File: src/rtl/rsa_pkg.sv
// rsa_pkg: shared state/phase types, UART register map and status bits for the RSA Avalon wrapper.
package rsa_pkg;
  typedef enum logic [2:0] {S_POLL_RX, S_READ_RX, S_START, S_WAIT_CORE, S_POLL_TX, S_WRITE_TX} state_t;
  typedef enum logic [1:0] {PH_N, PH_D, PH_A} phase_t;
  localparam int BYTES_IN_DEF = 32;
  localparam int BYTES_OUT_DEF = 31;
  localparam logic [4:0] RX_BASE_DEF = 5'd0;
  localparam logic [4:0] TX_BASE_DEF = 5'd4;
  localparam logic [4:0] STATUS_BASE_DEF = 5'd8;
  localparam int RX_OK_BIT_DEF = 7;
  localparam int TX_OK_BIT_DEF = 6;
  function automatic logic is_bus(input state_t s);
    return s inside {S_POLL_RX, S_READ_RX, S_POLL_TX, S_WRITE_TX};
  endfunction
endpackage

File: src/rtl/rsa_avalon_wrapper_xfer.sv
// avm_byte_xfer: one Avalon read or write, held through waitrequest; done pulses in the completing cycle.
module avm_byte_xfer (
  input  logic        i_clk,
  input  logic        i_rst,
  input  logic        go,
  input  logic        wr,
  input  logic [4:0]  addr,
  input  logic [7:0]  wdata,
  output logic [4:0]  avm_address,
  output logic        avm_read,
  output logic [31:0] avm_readdata_unused_guard,
  input  logic [31:0] avm_readdata,
  output logic        avm_write,
  output logic [31:0] avm_writedata,
  input  logic        avm_waitrequest,
  output logic        busy,
  output logic        done,
  output logic [7:0]  rdata
);
  import rsa_pkg::*;
  assign busy = avm_read | avm_write;
  assign done = busy & ~avm_waitrequest;
  assign rdata = avm_readdata[7:0];
  assign avm_readdata_unused_guard = {avm_readdata[31:8], 8'd0};
  // a new request may only be launched when idle or in the cycle the current one completes
  always_ff @(posedge i_clk or posedge i_rst) begin
    if (i_rst) begin
      avm_address <= STATUS_BASE_DEF;
      avm_read <= 1'b0;
      avm_write <= 1'b0;
      avm_writedata <= 32'd0;
    end else if (go) begin
      avm_address <= addr;
      avm_read <= ~wr;
      avm_write <= wr;
      avm_writedata <= {24'd0, wdata};
    end else if (done) begin
      avm_read <= 1'b0;
      avm_write <= 1'b0;
    end
  end
endmodule

File: src/rtl/rsa_avalon_wrapper.sv
// rsa_avalon_wrapper: polls the UART for N, d and ciphertext blocks, runs the RSA core, returns plaintext.
// Optional block counter output o_blk_cnt when RSA_WRAPPER_BLK_CNT_EN is defined.
module rsa_avalon_wrapper
  import rsa_pkg::*;
#(
  parameter int         BYTES_IN    = BYTES_IN_DEF,
  parameter int         BYTES_OUT   = BYTES_OUT_DEF,
  parameter logic [4:0] RX_BASE     = RX_BASE_DEF,
  parameter logic [4:0] TX_BASE     = TX_BASE_DEF,
  parameter logic [4:0] STATUS_BASE = STATUS_BASE_DEF,
  parameter int         RX_OK_BIT   = RX_OK_BIT_DEF,
  parameter int         TX_OK_BIT   = TX_OK_BIT_DEF
) (
  input  logic         i_clk,
  input  logic         i_rst,
  output logic [4:0]   avm_address,
  output logic         avm_read,
  input  logic [31:0]  avm_readdata,
  output logic         avm_write,
  output logic [31:0]  avm_writedata,
  input  logic         avm_waitrequest,
  output logic         o_core_start,
  output logic [255:0] o_core_a,
  output logic [255:0] o_core_d,
  output logic [255:0] o_core_n,
  input  logic [255:0] i_core_a_pow_d,
  input  logic         i_core_finished
`ifdef RSA_WRAPPER_BLK_CNT_EN
  ,
  output logic [15:0]  o_blk_cnt
`endif
);
  localparam logic [4:0] LAST_IN = 5'(BYTES_IN - 1);
  localparam logic [4:0] LAST_OUT = 5'(BYTES_OUT - 1);
  state_t state, tgt;
  phase_t phase;
  logic [4:0] cnt;
  logic [247:0] tx;
  logic go, wr, busy, done, last_in, last_out;
  logic [4:0] addr;
  logic [7:0] rdata;
  logic [31:0] rd_hi;
  logic unused_bits;
  assign unused_bits = ^{i_core_a_pow_d[255:248], rd_hi};
  assign last_in = cnt == LAST_IN;
  assign last_out = cnt == LAST_OUT;
  always_comb begin
    tgt = state;
    case (state)
      S_POLL_RX:   tgt = done && rdata[RX_OK_BIT] ? S_READ_RX : S_POLL_RX;
      S_READ_RX:   tgt = !done ? S_READ_RX : last_in && phase == PH_A ? S_START : S_POLL_RX;
      S_START:     tgt = S_WAIT_CORE;
      S_WAIT_CORE: tgt = i_core_finished ? S_POLL_TX : S_WAIT_CORE;
      S_POLL_TX:   tgt = done && rdata[TX_OK_BIT] ? S_WRITE_TX : S_POLL_TX;
      S_WRITE_TX:  tgt = !done ? S_WRITE_TX : last_out ? S_POLL_RX : S_POLL_TX;
      default:     tgt = S_POLL_RX;
    endcase
  end
  // the bus request always belongs to the state being entered, so polls re-issue back-to-back
  assign go = is_bus(tgt) && (!busy || done);
  assign wr = tgt == S_WRITE_TX;
  assign addr = tgt == S_READ_RX ? RX_BASE : wr ? TX_BASE : STATUS_BASE;
  avm_byte_xfer u_xfer (
    .i_clk(i_clk),
    .i_rst(i_rst),
    .go(go),
    .wr(wr),
    .addr(addr),
    .wdata(tx[247:240]),
    .avm_address(avm_address),
    .avm_read(avm_read),
    .avm_readdata_unused_guard(rd_hi),
    .avm_readdata(avm_readdata),
    .avm_write(avm_write),
    .avm_writedata(avm_writedata),
    .avm_waitrequest(avm_waitrequest),
    .busy(busy),
    .done(done),
    .rdata(rdata)
  );
  always_ff @(posedge i_clk or posedge i_rst) begin
    if (i_rst) begin
      state <= S_POLL_RX;
      phase <= PH_N;
      cnt <= 5'd0;
      o_core_start <= 1'b0;
      o_core_n <= '0;
      o_core_d <= '0;
      o_core_a <= '0;
      tx <= '0;
    end else begin
      state <= tgt;
      o_core_start <= tgt == S_START;
      if (state == S_READ_RX && done) begin
        o_core_n <= phase == PH_N ? {o_core_n[247:0], rdata} : o_core_n;
        o_core_d <= phase == PH_D ? {o_core_d[247:0], rdata} : o_core_d;
        o_core_a <= phase == PH_A ? {o_core_a[247:0], rdata} : o_core_a;
        cnt <= last_in ? 5'd0 : cnt + 5'd1;
        if (last_in && phase != PH_A) phase <= phase == PH_N ? PH_D : PH_A;
      end
      if (state == S_WAIT_CORE && i_core_finished) tx <= i_core_a_pow_d[247:0];
      if (state == S_WRITE_TX && done) begin
        tx <= {tx[239:0], 8'd0};
        cnt <= last_out ? 5'd0 : cnt + 5'd1;
      end
    end
  end
`ifdef RSA_WRAPPER_BLK_CNT_EN
  always_ff @(posedge i_clk or posedge i_rst) begin
    if (i_rst) o_blk_cnt <= 16'd0;
    else if (state == S_WRITE_TX && done && last_out) o_blk_cnt <= o_blk_cnt + 16'd1;
  end
`endif
endmodule

File: config.mk
export PLATFORM = sky130hd
export DESIGN_NAME = rsa_avalon_wrapper
export DESIGN_NICKNAME = d
export VERILOG_FILES = /design/src/rtl/rsa_pkg.sv /design/src/rtl/rsa_avalon_wrapper_xfer.sv /design/src/rtl/rsa_avalon_wrapper.sv
export SDC_FILE = /design/constraint.sdc
export NUM_CORES = 2
export LEC_CHECK = 0
export ABC_AREA = 1
export ABC_CLOCK_PERIOD_IN_PS = 34300
export CAP_MARGIN = 20
export CORE_AREA = 10 10 415 417
export DETAILED_ROUTE_END_ITERATION = 8
export DIE_AREA = 0 0 425 427
export PLACE_DENSITY = 0.59
export REMOVE_ABC_BUFFERS = 1
export SYNTH_ARGS = -nofsm -noshare
export SYNTH_HDL_FRONTEND = slang
export SYNTH_SLANG_ARGS = --single-unit
File: constraint.sdc
create_clock -name i_clk -period 34.3 [get_ports i_clk]
set_input_delay 6.86 -clock i_clk [delete_from_list [all_inputs] [get_ports i_clk]]
set_output_delay 6.86 -clock i_clk [all_outputs]
set_load 0.03 [all_outputs]
# == Word level (Yosys, flattened, before mapping) ==
# Cells that the tools add are included.
# word_totals
ff_bits,1042
latchBits,0
mem_bits_rw,0
romBits,0
inputBits,292
output_inout_bits,808
word_cells,72
memories,0
# op_classes
addsub,1
n_mul,0
div,0
n_lt_le_gt_ge,0
eq_ne,14
shifts,0
muxes,20
n_bitwise,4
reduce_logical,21
# op_table
cell,n
248-bit two-way mux,2
5-bit two-way mux,4
3-bit case mux with 6 select lines,1
3-bit == test (second input constant),4
5-bit == test (second input constant),2
3-bit by 2-bit == test with 1-bit output (second input constant),3
3-bit two-way mux,3
1-bit logical AND,8
4-bit two-way mux,2
2-bit AND reduction,4
3-bit by 1-bit == test with 1-bit output (second input constant),2
3-bit logical NOT,2
2-bit two-way mux,3
2-bit nonzero test,3
5-bit by 1-bit adder with 5-bit output (second input constant),1
1-bit two-way mux,5
4-bit nonzero test,1
2-bit by 1-bit == test with 1-bit output (second input constant),1
2-bit == test (second input constant),1
2-bit logical NOT,1
2-bit inequality test (second input constant),1
1-bit NOT,2
1-bit bitwise AND,1
1-bit logical NOT,1
other kinds (2),2

# == Logic depth before layout (Yosys ltp) ==
# depth
word_depth,9
mapped_depth,10
depth_no_buf,10

# == By module ==
# A second synthesis with hierarchy kept.
# hier_totals
cells_unflattened,4859
hier_area_um2,42315.6
# by_module_without_submodules
module,n_inst,cells_per_inst,area_per_inst_um2,seq_area_each_um2
rsa_avalon_wrapper,1,4724,41234.5,25699.6
avm_byte_xfer,1,135,1081.0,376.6

# == Worst setup path before layout ==
# OpenSTA, ideal clock, no wires.
# synth_path
kind,input port to flip-flop
from,in avm_waitrequest
to,reg o_core_a[10]
t_arrival_ns,8.029
slack_ns,26.140
path_stages,7
n_path_buf,2
cell_sequence,o21bai_1 nor3_4 nand3_2 buf_2 clkbuf_1 nand2_1 o21ai_1
# synth_via
elab_chain_cells,4
# synth_rtl
element,line,rtl
"start, declared",rsa_avalon_wrapper.sv:21,"input logic avm_waitrequest,"
1-bit NOT,rsa_avalon_wrapper_xfer.sv:22,assign done = busy & ~avm_waitrequest;
1-bit bitwise AND,rsa_avalon_wrapper_xfer.sv:22,
1-bit logical AND,rsa_avalon_wrapper.sv:94,if (state == S_READ_RX && done) begin
2-bit AND reduction (no source line),-,
"end signal, assigned",rsa_avalon_wrapper.sv:97,"o_core_a <= phase == PH_A ? {o_core_a[247:0], rdata} : o_core_a;"
"end, declared",rsa_avalon_wrapper.sv:23,"output logic [255:0] o_core_a,"
# Every way passes these cells.
# A chain may end at the register's enable or synchronous reset.

==> out/results.md <==
• 7821 — count of non-filler cells in the finished layout
• false — unrepaired setup endpoints after global routing
• 8 — Crit path depth
• sky130_fd_sc_hd__dfrtp_1 — biggest area consumer among synthesized cells
• 3 — CTS HTree Levels
• i_rst — launching instance or port of the critical path
• 0.74 ns — clock latency of the later-clocked register in the worst-skew pair
• 149 — number of rows in the core area
• async pin — endpoint kind of the worst setup timing path
• 0 — number of remaining DRC errors
• 29.60 ns — flop2flop setup slack
• 37.6% — Area growth, synth to finish
• 40.4% — clock share of power
• 0 — final global-route overflow total
• 425 um — horizontal die dimension
• 47.0% — power share of the sequential group
• sky130_fd_sc_hd__dfrtp_1, sky130_fd_sc_hd__nand2_1, sky130_fd_sc_hd__inv_1, sky130_fd_sc_hd__o21ai_1, sky130_fd_sc_hd__nand3_1 — top cells by area, synth
• sky130_fd_sc_hd__nand2_1 — most common cell in the netlist
• 9.11 sq um — post-synthesis area per instance
• 11.73 ns — signal arrival time at the worst endpoint
• 156000 um — total detailed-routing wirelength
• 3.06 mW — Pwr Total
• sky130_fd_sc_hd__dfrtp_1 — most frequently used flop master after synthesis
• 26 — initial antenna violation count
• buffers and inverters — largest delay contributor family on the critical path
• 4659 — Post-Syn Instances
• 21.86 ns — DP Worst Slack
• 25.2 nW — leakage component of the power
• 0.06 ns — CTS clk-pin slew, worst paths
• 191 — pin count of the biggest net entering global routing
• 35.04 ns — endpoint required time on the critical path
• 0 — total count of hold-check failures in the final report
• 157 — critical path fanouts, max
• 0.0425 sq mm — cell area after synthesis
• 52.3 mW/mm^2 — power per unit of standard cell area
• 33200 — via count of the first global-routing pass
• 25.9% — Initial Util
• 114 — CTS buffer count
• 0 — Post-CTS Repair Setup Buffers
• 0.81 ns — slowest stage delay, CP
• clkdlybuf4s50_1, inv_8, buf_4, buf_4, buf_12, buf_4, buf_16, buf_4 — Critical Path, Cell by Cell
• 3 — number of buffers on the longest clock path
• 91.0 MHz — upper clock frequency limit
• o_core_d[86]$_DFFE_PP0P_ — endpoint of the most critical register-to-register path
• 0.164 sq mm — area of the placeable core
• 4.48 — vias per cell
• 100% — fraction of registers with async set or reset after synthesis
• reg -> reg — Min-Delay Path Class
• yes — clock tree from TritonCTS
• 1039 — FF+latch count, synth
• 61.2% — sequential share of the synthesized area
• 0 — Final setup violation count
• 10.98 ns — Min Clock Period, post-route
• 5835 — net total in the final layout
• 0.464 ns — worst hold slack
• 8 — count of buffer and inverter cells on the critical path
• 16.2% — All-Layer GR Usage
• 0 — count of flip-flops with a built-in enable after synthesis
• 3062 — violation count after the first detailed-routing iteration
• 0.0407 ns — skew final
• 112000 um — HPWL after DPL
• 0 — max capacitance violation total
• 226000 um — first-pass GRT wire length
• 0 — post-cts repair resize count
• 0.181 sq mm — floorplan die area
• 35000 — via count of the routed design
• sky130_fd_sc_hd__buf_4 — library cell appearing most often on the critical path
• finished, final reports clean — run status
• 1.10 ns — pin slew with the least headroom to its limit
• 4.12% — share of final-layout standard cells stronger than drive strength 1
• 0 — count of hold buffers inserted by post-cts repair
• 9 — path depth of the worst reg2reg path
• 0 — remaining antenna violation count
• sky130_fd_sc_hd__clkbuf_16 — library cell used as clock root buffer
• 7610 — placed insts
• 12.6% — Gate power share
• 816 uW — switching power total
• tx[119]$_DFFE_PP0P_ — timing endpoint of the critical path
• 61.2% — share of the synthesized area in the top cell type
• 0 — number of warning messages in the yosys log
• 1100 — top-level I/O count
• 19.9 um — wire length per cell after detailed routing
• 32.0% — fraction of the cycle the final worst path needs
• 0.868 — Final GP Congestion
• 2.24 mW — Cell Int Power
• 1040 — number of buffers inserted by port buffering
• 27 — number of distinct library cells after synthesis
• 26.7% — proportion of total power due to net switching
• in -> async — Worst Setup Path Type
• 2 — number of cells on the worst hold path
• 427 um — Die Ht
• 23.32 ns — worst-case setup margin in the final layout
• sky130_fd_sc_hd__nand2_1, sky130_fd_sc_hd__dfrtp_1, sky130_fd_sc_hd__inv_1, sky130_fd_sc_hd__o21ai_1, sky130_fd_sc_hd__nand3_1 — ranking of synthesized cells by instance count
• 7 — drt first pass iters
• 0 — number of pins with negative max-slew slack in the final report
• sky130_fd_sc_hd__buf_4 — Slowest cell on crit path
• 0.0390 mV — VDD IR max
• 26.9% — Relative slew margins
• primary input — startpoint class of the critical path
• u_xfer.avm_write$_DFFE_PP0P_ — Worst R2R Start
• 1039 — clock sink count
## cell usage in the layout, fill, tap and decap left out, drive strengths merged, types with 119 or more instances in the layout
master         netlist  routed
clkdlybuf4s50        0    1039
nand2             1189    1189
inv                768     770
dfrtp             1038    1038
o211ai             119     119
nand3              389     389
o21ai              543     543
o221ai             120     120
nand4              121     121
clkbuf             166     183
## state kept, by name, summed over array words and instances (netlist names)
| register | count |
|---|---|
| cnt | 5 |
| o_core_a | 256 |
| o_core_d | 256 |
| o_core_n | 256 |
| o_core_start | 1 |
| phase | 2 |
| state | 3 |
| tx | 248 |
| u_xfer.avm_address | 2 |
| u_xfer.avm_read | 1 |
| u_xfer.avm_write | 1 |
| u_xfer.avm_writedata | 8 |
## layout make-up
cell class              count  area, sq um
flip-flops and latches   1039        26000
well taps                2189         2740
clock inverters            19          297
clock buffers             183         3490
repair buffers           1085        10800
diodes                      6         15.0
multi-input cells        2532        12200
inverters                 768         2890
fillers                 16600       106000
## power groups by stage
| stage | Clock [mW] | Sequential, mW | Combinational (mW) |
|---|---|---|---|
| after floorplan | 0 | 1.47 | 0.230 |
| after global placement | 0 | 1.45 | 0.375 |
| after detailed placement | 0 | 1.46 | 0.384 |
| after CTS | 1.27 | 1.44 | 0.388 |
| after global routing | 1.32 | 1.45 | 0.430 |
| final | 1.24 | 1.44 | 0.384 |
## worst min path at each step
stage | to | startpoint | slack [ns]
floorplan | u_xfer.avm_writedata[7]$_DFFE_PP0P_ | tx[247]$_DFFE_PP0P_ | 0.44
finish | tx[210]$_DFFE_PP0P_ | tx[202]$_DFFE_PP0P_ | 0.46
CTS | u_xfer.avm_address[3]$_DFFE_PP1P_ | u_xfer.avm_address[3]$_DFFE_PP1P_ | 0.47
detailed placement | o_core_n[248]$_DFFE_PP0P_ | o_core_n[248]$_DFFE_PP0P_ | 0.46
global placement | o_core_n[254]$_DFFE_PP0P_ | o_core_n[254]$_DFFE_PP0P_ | 0.46
global route | o_core_n[250]$_DFFE_PP0P_ | o_core_n[250]$_DFFE_PP0P_ | 0.49
## worst reg2reg max path: cells and delay by family (launching register included)
family                 cells  cell delay, ns
and+or+nand+nor            3            0.74
AOI/OAI and AO/OA          2            0.66
buffers and inverters      4            2.81
DFF                        1            0.41
## cell families (layout without fill, tap and decap cells)
| logic type | Yosys count | in the layout | share of synthesized area (%) |
|---|---|---|---|
| compound gates | 785 | 785 | 11.0 |
| other cells | 1 | 33 | 0.00883 |
| buf+inv | 1114 | 2055 | 10.5 |
| fa+ha+maj | 3 | 3 | 0.0884 |
| simple gates | 1716 | 1716 | 17.1 |
| xor+xnor | 1 | 1 | 0.0206 |
| flops | 1039 | 1039 | 61.2 |
## per-layer routing
layer / vias up / share of wire, % / global-route usage [%]
met5: - / 0.17 / 0
met4: 42 / 4.1 / 6.34
met3: 270 / 7.5 / 4.61
met2: 1174 / 50 / 27.5
met1: 16800 / 39 / 19.2
li1: 16700 / - / -
## metrics by stage
step                instance area, sq um  setup TNS, ns  utilization, %
floorplan                          41000       -1868.52               -
global placement                   54500              0            33.2
detailed placement                 54500              0            33.2
CTS                                58300              0            35.6
global route                       58400              0            35.6
finish                             58400              0            35.6
Power figures use the tool's default switching activity.
